[src/rtl/svc_rv_btb.sv]
// Direct-mapped branch target buffer with 2-bit saturating direction counters.
// One-cycle registered lookup. An update in the same cycle as a lookup is not bypassed to that lookup.
module svc_rv_btb #(
    parameter int ENTRIES = 16,
    parameter int XLEN    = 32
) (
    input  logic            clk,
    input  logic            rst,
    input  logic            lookup_en,
    input  logic [XLEN-1:0] lookup_pc,
    output logic            pred_valid,
    output logic            pred_taken,
    output logic [XLEN-1:0] pred_target,
    input  logic            upd_en,
    input  logic [XLEN-1:0] upd_pc,
    input  logic            upd_taken,
    input  logic            upd_uncond,
    input  logic [XLEN-1:0] upd_target,
    output logic [31:0]     stat_lookups,
    output logic [31:0]     stat_hits
);

    localparam int IW = $clog2(ENTRIES);
    localparam int TW = XLEN - IW - 2;

    logic [ENTRIES-1:0] valid_q, valid_d;
    logic [TW-1:0]      tag_q    [ENTRIES];
    logic [XLEN-1:0]    target_q [ENTRIES];
    logic [1:0]         ctr_q    [ENTRIES];

    logic            pred_valid_d, pred_valid_q;
    logic            pred_taken_d, pred_taken_q;
    logic [XLEN-1:0] pred_target_d, pred_target_q;
    logic [31:0]     stat_lookups_d, stat_lookups_q;
    logic [31:0]     stat_hits_d, stat_hits_q;

    logic [IW-1:0] lk_idx, up_idx;
    logic [TW-1:0] lk_tag, up_tag;
    logic          rd_hit, up_hit;
    logic          wr_en, wr_tgt_en;
    logic [1:0]    wr_ctr, cur_ctr;
    logic          unused_pc_bits;

    assign lk_idx = lookup_pc[IW+1:2];
    assign lk_tag = lookup_pc[XLEN-1:IW+2];
    assign up_idx = upd_pc[IW+1:2];
    assign up_tag = upd_pc[XLEN-1:IW+2];
    assign unused_pc_bits = ^{lookup_pc[1:0], upd_pc[1:0]};

    // Update-side decision: what, if anything, gets written into the indexed entry.
    always_comb begin
        up_hit    = valid_q[up_idx] && (tag_q[up_idx] == up_tag);
        cur_ctr   = ctr_q[up_idx];
        wr_en     = 1'b0;
        wr_tgt_en = 1'b0;
        wr_ctr    = cur_ctr;
        valid_d   = valid_q;
        if (upd_en && !rst) begin
            if (upd_uncond) begin
                wr_en     = 1'b1;
                wr_tgt_en = 1'b1;
                wr_ctr    = 2'd3;
            end else if (up_hit) begin
                wr_en     = 1'b1;
                wr_tgt_en = upd_taken;
                if (upd_taken) begin
                    wr_ctr = (cur_ctr == 2'd3) ? 2'd3 : cur_ctr + 2'd1;
                end else begin
                    wr_ctr = (cur_ctr == 2'd0) ? 2'd0 : cur_ctr - 2'd1;
                end
            end else if (upd_taken) begin
                wr_en     = 1'b1;
                wr_tgt_en = 1'b1;
                wr_ctr    = 2'd2;
            end else begin
                wr_en = 1'b0;
            end
        end else begin
            wr_en = 1'b0;
        end
        if (wr_en) begin
            valid_d[up_idx] = 1'b1;
        end else begin
            valid_d = valid_q;
        end
    end

    // Lookup side: registered prediction and statistics; outputs hold while lookup_en is low.
    always_comb begin
        rd_hit         = valid_q[lk_idx] && (tag_q[lk_idx] == lk_tag);
        pred_valid_d   = pred_valid_q;
        pred_taken_d   = pred_taken_q;
        pred_target_d  = pred_target_q;
        stat_lookups_d = stat_lookups_q;
        stat_hits_d    = stat_hits_q;
        if (rst) begin
            pred_valid_d   = 1'b0;
            pred_taken_d   = 1'b0;
            pred_target_d  = '0;
            stat_lookups_d = 32'd0;
            stat_hits_d    = 32'd0;
        end else if (lookup_en) begin
            pred_valid_d   = rd_hit;
            pred_taken_d   = rd_hit && ctr_q[lk_idx][1];
            pred_target_d  = rd_hit ? target_q[lk_idx] : '0;
            stat_lookups_d = stat_lookups_q + 32'd1;
            stat_hits_d    = stat_hits_q + {31'd0, rd_hit};
        end else begin
            pred_valid_d = pred_valid_q;
        end
    end

    // Control state: valid bits, prediction outputs, statistics.
    always_ff @(posedge clk) begin
        if (rst) begin
            valid_q        <= '0;
            pred_valid_q   <= 1'b0;
            pred_taken_q   <= 1'b0;
            pred_target_q  <= '0;
            stat_lookups_q <= 32'd0;
            stat_hits_q    <= 32'd0;
        end else begin
            valid_q        <= valid_d;
            pred_valid_q   <= pred_valid_d;
            pred_taken_q   <= pred_taken_d;
            pred_target_q  <= pred_target_d;
            stat_lookups_q <= stat_lookups_d;
            stat_hits_q    <= stat_hits_d;
        end
    end

    // Entry payload arrays; left unreset because the valid bits gate every use.
    always_ff @(posedge clk) begin
        if (wr_en) begin
            tag_q[up_idx] <= up_tag;
            ctr_q[up_idx] <= wr_ctr;
            if (wr_tgt_en) begin
                target_q[up_idx] <= upd_target;
            end
        end
    end

    assign pred_valid   = pred_valid_q;
    assign pred_taken   = pred_taken_q;
    assign pred_target  = pred_target_q;
    assign stat_lookups = stat_lookups_q;
    assign stat_hits    = stat_hits_q;

endmodule

[config.mk]
export PLATFORM = sky130hd
export DESIGN_NAME = svc_rv_btb
export DESIGN_NICKNAME = d
export VERILOG_FILES = /design/src/rtl/svc_rv_btb.sv
export SDC_FILE = /design/constraint.sdc
export NUM_CORES = 1
export LEC_CHECK = 0
export BUFFER_PORTS_ARGS = -buffer_cell sky130_fd_sc_hd__buf_4
export CORE_UTILIZATION = 43
export DETAILED_ROUTE_END_ITERATION = 10
export GPL_TIMING_DRIVEN = 0
export PLACE_DENSITY = 0.62
export SYNTH_ARGS = -nofsm -noshare
export SYNTH_HDL_FRONTEND = slang
export SYNTH_SLANG_ARGS = --single-unit
[constraint.sdc]
create_clock -name clk -period 4.9 [get_ports clk]
set_input_delay 0.735 -clock clk [delete_from_list [all_inputs] [get_ports clk]]
set_output_delay 0.735 -clock clk [all_outputs]
set_load 0.01 [all_outputs]
==> results of run 1 <==
-- cells by family (layout without fill, tap and decap cells) --
group | after synthesis | in the layout
AO/OA/AOI/OAI | 157 | 164
multiplexers | 501 | 501
buffers and inverters | 191 | 662
flip-flops | 1074 | 1074
AND/OR/NAND/NOR | 359 | 361
other | 0 | 5
XOR/XNOR | 110 | 110
adder cells (fa/ha/maj) | 3 | 3
-- synthesized netlist by cell type, drive strengths merged (4+ instances only) --
| cell type | number |
|---|---|
| o32ai | 4 |
| clkbuf | 60 |
| and3 | 19 |
| o22ai | 15 |
| nand3 | 34 |
| a31o | 8 |
| nand2 | 88 |
| a22oi | 16 |
| o311a | 4 |
| xor2 | 63 |
| inv | 52 |
| or3 | 11 |
| mux4 | 384 |
| a21oi | 23 |
| a221oi | 5 |
| nor4 | 6 |
| and4 | 9 |
| o21ai | 49 |
| mux2i | 92 |
| nor2 | 132 |
| nor3 | 7 |
| nor2b | 6 |
| edfxtp | 960 |
| mux2 | 25 |
| buf | 79 |
| xnor2 | 47 |
| or4 | 6 |
| nand2b | 13 |
| dfxtp | 114 |
| nand4 | 19 |
-- registers in the layout (all words and copies together) (netlist names) --
register / count
stat_hits: 32
target_q: 512
stat_lookups: 32
pred_target: 32
pred_taken: 1
valid_q: 16
ctr_q: 32
tag_q: 416
pred_valid: 1
-- timing repair --
action | CTS | global route
hold buffers | 0 | 0
setup buffers | 12 | 31
endpoints found under the setup margin | 537 | 419
gates cloned | 9 | 0
pin swaps | 11 | 2
endpoints found under the hold margin | 0 | 0
gates resized for setup | 69 | 25
-- area by class of cell --
class,count,area [um^2]
diodes,5,12.51
clock inverters,67,689.4
inverters,52,195.2
multi-input cells,1139,14040
clock buffers,147,3097
repair buffers,260,2673
plain buffers,136,784.5
fillers,8431,50770
flip-flops and latches,1074,31110
well taps,1391,1740
-- worst max-delay path, delay by kind of cell --
family / cells / cell delay (ns)
buf+inv: 5 / 1.37
mux: 2 / 0.95
simple gates: 3 / 1.11
compound gates: 3 / 1.22
-- worst max path at each step --
stage	from	to	slack, ns	cells after the start
6_report	upd_pc[2]	tag_q[14][9]	-0.15	13
3_3_place_gp	upd_pc[3]	tag_q[9][22]	-4.59	11
2_1_floorplan	upd_pc[2]	ctr_q[10][0]	-0.27	11
3_5_place_dp	upd_pc[2]	tag_q[1][0]	-1.89	14
4_1_cts	upd_pc[2]	tag_q[14][20]	-0.07	14
5_1_grt	upd_pc[2]	tag_q[14][9]	-0.14	14
-- per-layer routing --
layer / wire (um) / global-route usage, %
met3: 12290 / 5.256
met1: 53240 / 34.03
met5: 27 / 0
met2: 68100 / 42.21
met4: 6687 / 12.06
-- metrics by stage --
step	util [%]	cells	total power [mW]	instance area, um^2
after global routing	51.69	4267	20.65	54330
after floorplan	-	2395	11.06	45570
final	51.70	4271	20.18	54340
after CTS	51.14	4236	20.25	53750
after global placement	46.34	3973	11.62	48710
after detailed placement	47.16	4003	11.66	49580
-- power groups by stage --
stage               Sequential [mW]  Clock, mW  Combinational (mW)
floorplan                      10.3          0               0.786
global placement               10.3          0                1.35
detailed placement             10.3          0                1.39
CTS                            10.1       8.75                1.42
global route                   10.1       9.07                1.49
finish                         10.1       8.66                1.44
==> metrics.txt, run 1 <==
main combinational cell family by area after synthesis=multiplexers; cell area after synthesis=45560 um^2; Synth Area in Compound Gates=2.288%; violated checks=setup timing; hold endpoint=target_q[7][11]; dpl ws=-1.891 ns; Post-synth EDFFs=960; CP peak stage delay=0.80 ns; Core ar.=105100 um^2; Slew @ Worst Pin=1.181 ns; HPWL after DPL=88280 um; H-tree levels=3; Avg Vias per Cell=6.188; fmax=197.9 MHz; Slowest cell on crit path=o311a_2; Routed wire per std cell=32.86 um; post-synthesis xor/xnor area fraction=2.115%; power density over the cells=371.3 nW/um^2; area growth from synthesis to layout=19.29%; Routed Antenna Nets=0; CTS Buf Count=113; Final Hold Fails=0; count of cell types in the netlist=61; Top cell by count, worst path=buf_4; setup TNS=-4.854 ns; Main synth FF type=edfxtp_1; R2R cell count=16; Peak VDD IR=0.0003123 V; Worst-Skew Late Latency=0.72 ns; top cells by area, synth=edfxtp_1, mux4_2, dfxtp_1; DRC=0; flop-to-flop setup slack=0.25 ns; Logic pwr share=7.1%; largest net degree at the start of global routing=24; Synth Instances=2395; Clock Tree Buf Depth=3; post-synthesis mux area share=21.62%; P_leak=18.06 nW; Total GRT Usage=26.09%; Worst Skew=0.04544 ns; Max Cap Viol=0; gr ovfl total=0; adder-cell share of the synthesized area=0.08239%; Setup WS post-layout=-0.1519 ns; CTS tree=built; global-route wire length before repair=196500 um; initial core utilization=43.34%; P_int=15.63 mW; row count=119; Total Routed Length=140300 um; Synth Register Bits=1074; Post-Syn Nets=2500; drt first-iter violations=3463; CTS clk-pin slew, worst paths=0.06 ns; die area=107300 um^2; Critical Path Start Type=input port; share of cells above drive strength 1=34.33%; leading cell type in the layout, fill and taps excluded=edfxtp_1; endpoints failing setup=72; final net count=2881; Critical Path End Type=flip-flop; switching pwr=4.543 mW; root buffer cell=clkbuf_16; final worst-path cycle share=103.1%; sequential power share=50.0%; Reg-to-Reg End=stat_hits[30]; Crit Path Category=input port to flip-flop; antenna violations before repair=7; Data arrival, critical path=5.44 ns; max-slew violation count=0; CP Cell Sequence=buf_4 > buf_4 > buf_6 > mux4_2 > mux2i_1 > o21ai_0 > nor4_2 > o2111ai_1 > nor4b_1 > and4_1 > clkbuf_1 > o311a_2 > buf_16; ys async rst share=0%; HP Class=input port to flip-flop; die height=327.5 um; Yosys warnings=0; highest-count cells in the layout ignoring fill and taps=edfxtp_1, mux4_2, buf_4; RSZ-0062 raised after global routing=true; Hold Path Stages=1; CP required=5.29 ns; I/O Pins=200; top-area cell type share of the netlist area=63.28%; drt pass-1 iters=8; Min Hold Slack=0.3123 ns; CP Max Fanout=18; Net Sw Frac=22.52%; Clock Power Share=42.9%; Synth area leader=edfxtp_1; HP Start=upd_target[11]; post-layout minimum cycle time=5.052 ns; clk sinks=1074; sequential-to-total area share from yosys stat=68.29%; vias in the first global route=26680; Buffers on Ports=187; Synth Area per Inst=19.02 um^2; r2r startpoint=tag_q[12][4]; post-synthesis simple-gate area fraction=3.689%; chip width=327.5 um; status=finished with violations; Via Count=26430; Final GP Congestion=0.8953; Worst slew margin=21.30%
No activity file was read; power rests on OpenSTA's default activity.
==> inputs of run 2 (changes only) <==
- CORE_ASPECT_RATIO: not set -> 0.5
==> run 2 against run 1 <==
Effect of this change:
- the flow now finishes without violations
- first-iteration DRC count down 1.6%
- critical endpoint is now tag_q[8][6]
- count of clock-buffer cells in the layout decreased by 26
- largest power group unchanged
- critical path type unchanged
- clock skew shrank 0.019 ns
- cell count fell by 1.1%
- power fell by 4.2%
- hold slack better by 0.010 ns
- combinational power about the same
==> metrics.txt, run 2 (same netlist as run 1, synthesis figures left out) <==
Core ar.=103700 um^2; max-slew violation count=0; endpoints failing setup=0; area growth from synthesis to layout=17.42%; Total Routed Length=136200 um; HP Class=input port to flip-flop; highest-count cells in the layout ignoring fill and taps=edfxtp_1, mux4_2, buf_4, nor2_1, dfxtp_1; share of cells above drive strength 1=33.04%; H-tree levels=3; Worst slew margin=20.57%; Peak VDD IR=0.0002862 V; Cell Area, Placed=49650 um^2; root buffer cell=clkbuf_16; leading cell type in the layout, fill and taps excluded=edfxtp_1; CTS Hold Bufs=0; largest net degree at the start of global routing=29; Worst Setup SP=upd_pc[2]; CP top delay family=buffers and inverters; power density over the cells=361.3 nW/um^2; Critical Path End Type=flip-flop; CTS tree=built; Total GRT Usage=25.16%; fmax=204.6 MHz; Via Count=26110; Routed Antenna Nets=0; Clock Tree Buf Depth=3; HP Start=upd_target[31]; CTS clk-pin slew, worst paths=0.07 ns; die area=107300 um^2; Top cell by count, worst path=buf_4; M2 GR Usage=39.66%; Avg Vias per Cell=6.182; antenna violations before repair=5; post-layout minimum cycle time=4.889 ns; Max Cap Viol=0; Final GP Congestion=0.9397; CP Cell Sequence=buf_4 > buf_2 > buf_4 > nand2b_1 > buf_2 > o22ai_1 > a221oi_1 > xnor2_1 > nand4_1 > a2111oi_4 > nand4_1 > buf_4 > a21oi_4 > buf_12 > buf_16; final worst-path cycle share=99.77%; row count=83; CP required=5.31 ns; gr busiest metal=met2; r2r startpoint=tag_q[13][21]; Final Hold Fails=0; GR Util met1=34.71%; Critical Path Start Type=input port; Worst-Skew Late Latency=0.71 ns; Routed wire per std cell=32.26 um; HPWL after DPL=84520 um; status=completed; FILL cells=8270; Multi-input gate area=14020 um^2; I/O Pins=200; Slowest cell on crit path=a2111oi_4; Crit Path Category=input port to flip-flop; Slew @ Worst Pin=1.192 ns; biggest regs=target_q (512), tag_q (416); drt pass-1 iters=6; initial core utilization=43.91%; Worst Skew=0.02665 ns; CP peak stage delay=0.68 ns; GR Util met3=5.453%; Buffers on Ports=187; final instance area=53490 um^2; Min Hold Slack=0.3224 ns; drt first-iter violations=3407; clk sinks=1074; Final Util=51.56%; chip width=462.3 um; Data arrival, critical path=5.30 ns; die height=232.2 um; global-route wire length before repair=190100 um; register area=31110 um^2; P_leak=17.64 nW; final net count=2850; vias in the first global route=25960; CTS Buf Count=98; Biggest register=target_q; DRC=0; CP Max Fanout=16; gr ovfl total=0; Largest register FFs=512; Crit path buffers/inverters=7
==> run 2: routing by layer <==
layer | share of wire, % | routed length (um)
met5 | 0.021 | 28
met4 | 3.4 | 4664
met3 | 9.5 | 12960
met2 | 47 | 63440
met1 | 40 | 55140
==> run 2: metrics by stage <==
stage                     worst slack [ns]  std cells  total power [mW]   TNS, ns
after global placement              -4.672       3984             11.61  -2584.34
after floorplan                    -0.2705       2395             11.06    -30.30
after CTS                         0.008914       4209             19.40         0
after global routing             -0.005105       4223             19.82  -0.01410
final                              0.01121       4223             19.33         0
after detailed placement            -2.471       4017             11.65   -863.56
==> run 2: path summary, 6_finish.rpt <==
check	end	slack (ns)	cells after the start
max	tag_q[8][6]	0.01	15
min	target_q[8][31]	0.32	1
max reg2reg	stat_hits[30]	0.34	16
min reg2reg	pred_target[23]	0.44	2
==> run 2: layout make-up <==
type                    instances  area share [%]
clock buffers                 121           4.842
inverters                      52          0.3649
clock inverters                52           1.120
well taps                    1402           3.279
flip-flops and latches       1074           58.16
plain buffers                 138           1.481
multi-input cells            1136           26.21
diodes                          3         0.01403
repair buffers                245           4.533
==> run 2: repair_timing <==
action | 4_1_cts | 5_1_grt
setup endpoints to repair | 469 | 387
buffers inserted | 17 | 8
gates resized for setup | 60 | 34
gates cloned | 3 | 3
pin swaps | 9 | 7
==> run 2: report_power, final <==
part           switching, mW  leakage (nW)  internal, mW
clock                   3.45          1.54          4.39
combinational          0.842          6.54         0.575
sequential            0.0286          9.56          10.0
